[src/rtl/sram_arbiter_if.sv]
// Requester and SRAM pin bundle for sram_arbiter.
// slave is the arbiter's view, master is the view of whoever drives the requests and the pins.
interface sram_arbiter_if #(
  parameter int unsigned ADDR_W = 21,
  parameter int unsigned DATA_W = 8
);
  logic              a_req;
  logic              a_we;
  logic [ADDR_W-1:0] a_addr;
  logic [DATA_W-1:0] a_wdata;
  logic              a_ack;
  logic [DATA_W-1:0] a_rdata;

  logic              b_req;
  logic              b_we;
  logic [ADDR_W-1:0] b_addr;
  logic [DATA_W-1:0] b_wdata;
  logic              b_ack;
  logic [DATA_W-1:0] b_rdata;

  logic [ADDR_W-1:0] sram_addr;
  logic [DATA_W-1:0] sram_data_o;
  logic              sram_data_oe;
  logic [DATA_W-1:0] sram_data_i;
  logic              sram_ce_n;
  logic              sram_oe_n;
  logic              sram_we_n;

  logic              busy;
  logic              grant_b;

  modport slave (
    input  a_req, a_we, a_addr, a_wdata,
    input  b_req, b_we, b_addr, b_wdata,
    input  sram_data_i,
    output a_ack, a_rdata, b_ack, b_rdata,
    output sram_addr, sram_data_o, sram_data_oe, sram_ce_n, sram_oe_n, sram_we_n,
    output busy, grant_b
  );

  modport master (
    output a_req, a_we, a_addr, a_wdata,
    output b_req, b_we, b_addr, b_wdata,
    output sram_data_i,
    input  a_ack, a_rdata, b_ack, b_rdata,
    input  sram_addr, sram_data_o, sram_data_oe, sram_ce_n, sram_oe_n, sram_we_n,
    input  busy, grant_b
  );
endinterface

[src/rtl/sram_arbiter.sv]
// Round-robin arbiter for the shared cartridge SRAM between requesters A and B, with a
// registered SETUP/STROBE/HOLD strobe sequencer. All SRAM-facing outputs come from flops.
module sram_arbiter #(
  parameter int unsigned ADDR_W     = 21,
  parameter int unsigned DATA_W     = 8,
  parameter int unsigned ACC_CYCLES = 3
) (
  input logic           clk,
  input logic           reset_n,
  sram_arbiter_if.slave bus
);

  typedef enum logic [1:0] {StIdle, StSetup, StStrobe, StHold} state_e;

  localparam logic [3:0] AccLast = 4'(ACC_CYCLES);

  state_e            state_q;
  logic [3:0]        cnt_q;
  logic              last_b_q;
  logic              own_b_q;
  logic              we_q;
  logic [ADDR_W-1:0] addr_q;
  logic [DATA_W-1:0] wdata_q;
  logic              ce_n_q, oe_n_q, we_n_q, data_oe_q;
  logic              a_ack_q, b_ack_q, busy_q;
  logic [DATA_W-1:0] a_rdata_q, b_rdata_q;

  logic              pick_b;
  logic              sel_we;
  logic [ADDR_W-1:0] sel_addr;
  logic [DATA_W-1:0] sel_wdata;

  // On a tie the port that did not own the previous access wins.
  always_comb begin
    pick_b    = bus.b_req && (!bus.a_req || !last_b_q);
    sel_we    = pick_b ? bus.b_we    : bus.a_we;
    sel_addr  = pick_b ? bus.b_addr  : bus.a_addr;
    sel_wdata = pick_b ? bus.b_wdata : bus.a_wdata;
  end

  always_ff @(posedge clk or negedge reset_n) begin
    if (!reset_n) begin
      state_q   <= StIdle;
      cnt_q     <= '0;
      last_b_q  <= 1'b1;
      own_b_q   <= 1'b0;
      we_q      <= 1'b0;
      addr_q    <= '0;
      wdata_q   <= '0;
      ce_n_q    <= 1'b1;
      oe_n_q    <= 1'b1;
      we_n_q    <= 1'b1;
      data_oe_q <= 1'b0;
      a_ack_q   <= 1'b0;
      b_ack_q   <= 1'b0;
      busy_q    <= 1'b0;
      a_rdata_q <= '0;
      b_rdata_q <= '0;
    end else begin
      unique case (state_q)
        StIdle: begin
          if (bus.a_req || bus.b_req) begin
            state_q   <= StSetup;
            own_b_q   <= pick_b;
            last_b_q  <= pick_b;
            we_q      <= sel_we;
            addr_q    <= sel_addr;
            wdata_q   <= sel_wdata;
            ce_n_q    <= 1'b0;
            data_oe_q <= sel_we;
            busy_q    <= 1'b1;
          end
        end
        StSetup: begin
          state_q <= StStrobe;
          cnt_q   <= 4'd1;
          oe_n_q  <= we_q;
          we_n_q  <= !we_q;
        end
        StStrobe: begin
          if (cnt_q == AccLast) begin
            state_q <= StHold;
            oe_n_q  <= 1'b1;
            we_n_q  <= 1'b1;
            a_ack_q <= !own_b_q;
            b_ack_q <= own_b_q;
            if (!we_q) begin
              if (own_b_q) b_rdata_q <= bus.sram_data_i;
              else         a_rdata_q <= bus.sram_data_i;
            end
          end else begin
            cnt_q <= cnt_q + 4'd1;
          end
        end
        StHold: begin
          // Address and write data stay on the pins for hold time; only the enables drop.
          state_q   <= StIdle;
          cnt_q     <= '0;
          ce_n_q    <= 1'b1;
          data_oe_q <= 1'b0;
          a_ack_q   <= 1'b0;
          b_ack_q   <= 1'b0;
          busy_q    <= 1'b0;
          own_b_q   <= 1'b0;
        end
        default: state_q <= StIdle;
      endcase
    end
  end

  assign bus.sram_addr    = addr_q;
  assign bus.sram_data_o  = wdata_q;
  assign bus.sram_data_oe = data_oe_q;
  assign bus.sram_ce_n    = ce_n_q;
  assign bus.sram_oe_n    = oe_n_q;
  assign bus.sram_we_n    = we_n_q;
  assign bus.a_ack        = a_ack_q;
  assign bus.b_ack        = b_ack_q;
  assign bus.a_rdata      = a_rdata_q;
  assign bus.b_rdata      = b_rdata_q;
  assign bus.busy         = busy_q;
  assign bus.grant_b      = own_b_q;

endmodule

[src/flat_wrapper.sv]
// flat-port wrapper written by rule: the top's interface ports become plain ports
module sram_arbiter_flat 
#(
  parameter int unsigned ADDR_W     = 21,
  parameter int unsigned DATA_W     = 8,
  parameter int unsigned ACC_CYCLES = 3
)
  (clk, reset_n, bus_a_req, bus_a_we, bus_a_addr, bus_a_wdata, bus_b_req, bus_b_we, bus_b_addr, bus_b_wdata, bus_sram_data_i, bus_a_ack, bus_a_rdata, bus_b_ack, bus_b_rdata, bus_sram_addr, bus_sram_data_o, bus_sram_data_oe, bus_sram_ce_n, bus_sram_oe_n, bus_sram_we_n, bus_busy, bus_grant_b);
  sram_arbiter_if #(.ADDR_W(ADDR_W), .DATA_W(DATA_W)) bus_i ();
  input logic clk;
  input logic reset_n;
  input wire logic [$bits(bus_i.a_req)-1:0] bus_a_req;
  input wire logic [$bits(bus_i.a_we)-1:0] bus_a_we;
  input wire logic [$bits(bus_i.a_addr)-1:0] bus_a_addr;
  input wire logic [$bits(bus_i.a_wdata)-1:0] bus_a_wdata;
  input wire logic [$bits(bus_i.b_req)-1:0] bus_b_req;
  input wire logic [$bits(bus_i.b_we)-1:0] bus_b_we;
  input wire logic [$bits(bus_i.b_addr)-1:0] bus_b_addr;
  input wire logic [$bits(bus_i.b_wdata)-1:0] bus_b_wdata;
  input wire logic [$bits(bus_i.sram_data_i)-1:0] bus_sram_data_i;
  output wire logic [$bits(bus_i.a_ack)-1:0] bus_a_ack;
  output wire logic [$bits(bus_i.a_rdata)-1:0] bus_a_rdata;
  output wire logic [$bits(bus_i.b_ack)-1:0] bus_b_ack;
  output wire logic [$bits(bus_i.b_rdata)-1:0] bus_b_rdata;
  output wire logic [$bits(bus_i.sram_addr)-1:0] bus_sram_addr;
  output wire logic [$bits(bus_i.sram_data_o)-1:0] bus_sram_data_o;
  output wire logic [$bits(bus_i.sram_data_oe)-1:0] bus_sram_data_oe;
  output wire logic [$bits(bus_i.sram_ce_n)-1:0] bus_sram_ce_n;
  output wire logic [$bits(bus_i.sram_oe_n)-1:0] bus_sram_oe_n;
  output wire logic [$bits(bus_i.sram_we_n)-1:0] bus_sram_we_n;
  output wire logic [$bits(bus_i.busy)-1:0] bus_busy;
  output wire logic [$bits(bus_i.grant_b)-1:0] bus_grant_b;
  assign bus_i.a_req = bus_a_req;
  assign bus_i.a_we = bus_a_we;
  assign bus_i.a_addr = bus_a_addr;
  assign bus_i.a_wdata = bus_a_wdata;
  assign bus_i.b_req = bus_b_req;
  assign bus_i.b_we = bus_b_we;
  assign bus_i.b_addr = bus_b_addr;
  assign bus_i.b_wdata = bus_b_wdata;
  assign bus_i.sram_data_i = bus_sram_data_i;
  assign bus_a_ack = bus_i.a_ack;
  assign bus_a_rdata = bus_i.a_rdata;
  assign bus_b_ack = bus_i.b_ack;
  assign bus_b_rdata = bus_i.b_rdata;
  assign bus_sram_addr = bus_i.sram_addr;
  assign bus_sram_data_o = bus_i.sram_data_o;
  assign bus_sram_data_oe = bus_i.sram_data_oe;
  assign bus_sram_ce_n = bus_i.sram_ce_n;
  assign bus_sram_oe_n = bus_i.sram_oe_n;
  assign bus_sram_we_n = bus_i.sram_we_n;
  assign bus_busy = bus_i.busy;
  assign bus_grant_b = bus_i.grant_b;
  sram_arbiter #(.ADDR_W(ADDR_W), .DATA_W(DATA_W), .ACC_CYCLES(ACC_CYCLES)) u_core (.clk(clk), .reset_n(reset_n), .bus(bus_i));
endmodule
[config.mk]
export PLATFORM = sky130hd
export DESIGN_NAME = sram_arbiter_flat
export DESIGN_NICKNAME = d
export VERILOG_FILES = /design/src/rtl/sram_arbiter_if.sv /design/src/rtl/sram_arbiter.sv /design/src/flat_wrapper.sv
export SDC_FILE = /design/constraint.sdc
export NUM_CORES = 1
export LEC_CHECK = 0
export CORE_AREA = 2 2 90 92
export DETAILED_ROUTE_END_ITERATION = 7
export DIE_AREA = 0 0 92 94
export GPL_TIMING_DRIVEN = 0
export MAX_ROUTING_LAYER = met4
export PLACE_DENSITY = 0.73
export SYNTH_ARGS = -nofsm -noshare
export SYNTH_HDL_FRONTEND = slang
export SYNTH_SLANG_ARGS = --single-unit
[constraint.sdc]
create_clock -name clk -period 2.1 [get_ports clk]
set_clock_uncertainty 0.05 [all_clocks]
set_input_delay 0.42 -clock clk [delete_from_list [all_inputs] [get_ports clk]]
set_output_delay 0.42 -clock clk [all_outputs]
set_load 0.005 [all_outputs]
Word-level counts from Yosys, hierarchy flattened
Index checks and enable logic that the tools add are counted.
{"block": "totals", "reg_bits": 61, "output_inout_bits": 53}
{"block": "classes", "mux": 23, "n_addsub": 1, "eq_ne": 7, "reduce_logical": 20, "bitwise": 2}
{"operator": "$mux 21", "n": 1}
{"operator": "$pmux 1 s2", "n": 8}
{"operator": "$pmux 4 s3", "n": 1}
{"operator": "$reduce_and 2->1", "n": 6}
{"operator": "$mux 1", "n": 8}
{"operator": "$mux 8", "n": 1}
{"operator": "$pmux 2 s4", "n": 1}
{"operator": "$reduce_and 4->1", "n": 2}
{"operator": "$reduce_bool 2->1", "n": 3}
{"operator": "$add 4x1->4 const B", "n": 1}
{"operator": "$eq 2x2->1 const B", "n": 2}
{"operator": "$eq 4x2->1 const B", "n": 1}
{"operator": "$logic_not 1->1", "n": 4}
{"operator": "$mux 2", "n": 2}
{"operator": "$mux 4", "n": 1}
{"operator": "$ne 2x1->1 const B", "n": 2}
{"operator": "$reduce_bool 3->1", "n": 1}
{"operator": "$eq 2x1->1 const B", "n": 1}
{"operator": "$logic_not 2->1", "n": 1}
{"operator": "$logic_or 1x1->1", "n": 2}
{"operator": "$ne 2x2->1 const B", "n": 1}
{"operator": "$not 1->1", "n": 2}
{"operator": "$logic_and 1x1->1", "n": 1}

Depth between registers and ports, before layout
Gate-level depths: netlist of run 1.
{"block": "depth", "depth_word": 6, "mapped_depth": 6}

Least setup slack after synthesis of run 1
No wires, ideal clock.
{"block": "synth_path", "path_kind": "flip-flop to flip-flop", "startpoint": "register u_core.cnt_q[0]", "endpoint": "register u_core.a_rdata_q[0] (netlist: u_core.bus.a_rdata[0])", "arrival_time_ns": 1.955, "setup_time_ns": 0.125, "path_stages_with_launch": 7, "n_path_buf": 2, "path_slack_ns": -0.030, "path_cell_list": "dfrtp_1 ha_1 or3b_1 buf_2 or4b_4 buf_6 mux2_4"}
{"block": "synth_via", "elab_chain_len": 2}
{"element": "from (decl)", "line_no": "sram_arbiter.sv:18", "source": "logic [3:0] cnt_q;"}
{"element": "from (signal assigned)", "line_no": "sram_arbiter.sv:92", "source": "cnt_q <= cnt_q + 4'd1;"}
{"element": "$eq 4x2->1", "line_no": "sram_arbiter.sv:81", "source": "if (cnt_q == AccLast) begin"}
{"element": "$reduce_and 4->1 (no source line)"}
{"element": "to (signal assigned)", "line_no": "sram_arbiter.sv:89", "source": "else a_rdata_q <= bus.sram_data_i;"}
{"element": "to (decl)", "line_no": "sram_arbiter.sv:26", "source": "logic [DATA_W-1:0] a_rdata_q, b_rdata_q;"}
Every way passes these cells.
A chain may end at the register's enable or synchronous reset.

Worst setup path in the final report of run 1
{"block": "layout_path", "startpoint": "register u_core.cnt_q[0]", "endpoint": "register u_core.a_rdata_q[5] (netlist: u_core.bus.a_rdata[5])"}
The elaborated chain is that of the path after synthesis.

==> results.json, run 1 <==
{
  "status": "complete, but fails checks",
  "violations": "setup timing",
  "antennaDiodeCount": 0,
  "finalWorstSetupSlack_ps": -63.9,
  "dieArea_mm2": 0.00865,
  "drv_cap": 0,
  "ys_warn_count": 0,
  "p_int_uw": 4110,
  "timing.final.crit_share_pct": 103,
  "drt_iter0_drc": 119,
  "syn_area_per_cell_um2": 11.3,
  "grt_usage_pct": 17.3,
  "grt_max_degree": 33,
  "cts_tree": "done",
  "ys_types": 35,
  "drive_gt1_share_pct": 14.0,
  "initial_core_util_pct": 37.1,
  "firstDrtPassIters": 4,
  "htree_levels": 3,
  "synth_ff_type": "dfrtp_1",
  "slowest_stage": "or4b_4",
  "cp_cell_sequence": "ha_2 > or3b_4 > or4b_4 > buf_12 > mux2_4",
  "synth-edff-count": 0,
  "setup_viol": 8,
  "dr_total_vias": 2379,
  "fin_util_pct": 58.9,
  "clockBufferDepth": 2,
  "crit_type": "flop to flop",
  "synthesis.nets": 328,
  "placed_cells": 478,
  "postRouteAntennaNets": 0,
  "core_area_mm2": 0.00761,
  "ys_async_sr_fraction_pct": 100,
  "worstSkewPairLatency_ps": 340,
  "endpoint_kind": "flop",
  "mostFrequentLayoutCells": "123 x clkdlybuf4s50_1, 57 x dfrtp_1, 38 x nand2_1",
  "wl_um": 6880,
  "die_x_um": 92,
  "grt_overflow": 0,
  "cts_sinks": 61,
  "cts_made_buffers": 9,
  "layout.cells.non_filler": 494,
  "clock.fmax_ghz": 0.462,
  "drv_slew": 0,
  "ys_ff_latch": 61,
  "slowest_delay_ps": 560,
  "hold_slack_ps": 68.6,
  "portBuffers": 124,
  "placed_area_mm2": 0.00421,
  "grt_pass1_vias": 2330,
  "startpoint_type": "flop",
  "seq_power_share_pct": 35.3,
  "rsz0062_at_grt": "true",
  "synthCells": 251,
  "grt_pass1_wl_um": 11300,
  "layout.nets": 464,
  "syn_area_mm2": 0.00282,
  "avgRoutedWirePerCell_um": 13.9,
  "gp_congestion": 0.739,
  "grt_antenna_before_repair": 0,
  "finalHoldViolCount": 0,
  "switching_share_pct": 30.5,
  "switchingPower_uw": 1800,
  "syn_to_final_growth_pct": 58.7,
  "p_per_area_mw_per_mm2": 1320,
  "hp-class": "primary input to asynchronous set/reset pin",
  "cts_hold_buf": 0,
  "worstMarginPinSlew_ps": 691,
  "die_h_um": 94,
  "final_common_cell": "clkdlybuf4s50_1",
  "drc": 0,
  "max_slew_margin_pct": 53.9,
  "final_area_mm2": 0.00448,
  "root_buffer": "clkbuf_8",
  "peakVddDrop_mv": 0.581,
  "p_leak_uw": 0.00205,
  "vias_per_cell": 4.82,
  "boundaryPins": 125,
  "clockPowerShare_pct": 21.2,
  "cp.arrival_ps": 2320,
  "power_frac_comb_pct": 43.5,
  "r2r_slack_ps": -60,
  "required_ps": 2260,
  "worst-path-max-fanout": 8,
  "dpl.hpwl_um": 5160,
  "rows": 32,
  "finalCriticalPeriod_ps": 2160,
  "ys_seq_area_share_pct": 54.2,
  "clk_pin_slew_worst_paths_ps": 80
}
## cells by family after synthesis
kind of cell | share of synthesized area [%]
AND/OR/NAND/NOR | 11.6
adder cells (fa/ha/maj) | 2.22
AO/OA/AOI/OAI | 9.48
multiplexers | 19.3
flip-flops | 54.2
buffers and inverters | 3.23
## synth_stat cells (2+ instances only)
cell,number,area (um2)
nand2_1,38,143
dfstp_2,4,105
nor3_1,2,10.0
nand3_1,7,35.0
dfrtp_1,57,1430
mux2i_1,30,300
ha_1,5,62.6
o21ai_0,33,165
mux2_2,11,124
inv_1,4,15.0
a21oi_1,6,30.0
nor2_1,6,22.5
mux2_4,8,120
buf_2,4,20.0
nor2b_1,5,31.3
clkbuf_1,11,41.3
nor3b_1,2,15.0
## path summary, 6_finish.rpt
kind                                                  startpoint                                end  cells after the start
worst max register to register       u_core.cnt_q[0]$_DFFE_PN0P_  u_core.bus.a_rdata[5]$_DFFE_PN0P_                      5
worst max-delay path                 u_core.cnt_q[0]$_DFFE_PN0P_  u_core.bus.a_rdata[5]$_DFFE_PN0P_                      5
worst min-delay path                                     reset_n        u_core.cnt_q[2]$_DFFE_PN0P_                      1
min in group clk                u_core.bus.sram_ce_n$_DFFE_PN1P_   u_core.bus.sram_ce_n$_DFFE_PN1P_                      2
worst min register to register  u_core.bus.sram_ce_n$_DFFE_PN1P_   u_core.bus.sram_ce_n$_DFFE_PN1P_                      2
max in group asynchronous                                reset_n   u_core.bus.sram_oe_n$_DFFE_PN1P_                      2
## per-layer routing
layer / track usage (%) / wire, um
met5: - / 0
met4: 7.46 / 113
met3: 3.77 / 389
met2: 28.4 / 3510
met1: 20.8 / 2870
## power by group through the flow
stage                     logic, uW  registers [uW]  clock network (uW)
after floorplan                1100            2120                   0
after global placement         2510            2090                   0
after detailed placement       2570            2120                   0
after CTS                      2630            2100                1290
after global routing           2870            2170                1350
final                          2570            2090                1250
## stage by stage
stage          total power (uW)  TNS (ps)  worst slack [ps]
2_1_floorplan              3220      -244             -30.4
3_3_place_gp               4600    -87380             -1400
3_5_place_dp               4680     -6010              -245
4_1_cts                    6010      -475             -76.2
5_1_grt                    6380      -901              -124
6_report                   5910      -395             -63.9
## layout make-up
type	instances	area, um2
fill	663	3130
sequential	61	1530
timing repair buffer	128	1280
multi-input combinational	169	1210
clock buffer	13	179
tap	102	128
buffer	14	72.6
clock inverter	3	65.1
inverter	4	15.0
## worst max-delay path, delay by kind of cell (launching register included)
family | cells | cell delay [ps]
flops | 1 | 370
simple gates | 2 | 950
fa+ha+maj | 1 | 200
mux | 1 | 300
buf+inv | 1 | 170
## registers in the layout (all words and copies together), names as in the netlist, 2 cells and up
name / flops
u_core.bus.a_rdata: 8
u_core.cnt_q: 4
u_core.bus.sram_addr: 21
u_core.bus.sram_data_o: 8
u_core.state_q: 2
u_core.bus.b_rdata: 8
## repair_timing
item | in CTS | in global routing
setup endpoints to repair | 16 | 16
pin swaps | 1 | 2
buffers inserted | 3 | 0
resized for setup | 6 | 1
No activity file was read; power rests on OpenSTA's default activity.
==> run 2: changes to the inputs <==
ABC_CLOCK_PERIOD_IN_PS = 2100   (was default)
CTS_CLUSTER_SIZE = 30   (was default)
==> results of run 2 <==
No change in the layout: final DEF, timing and power equal those of run 1.
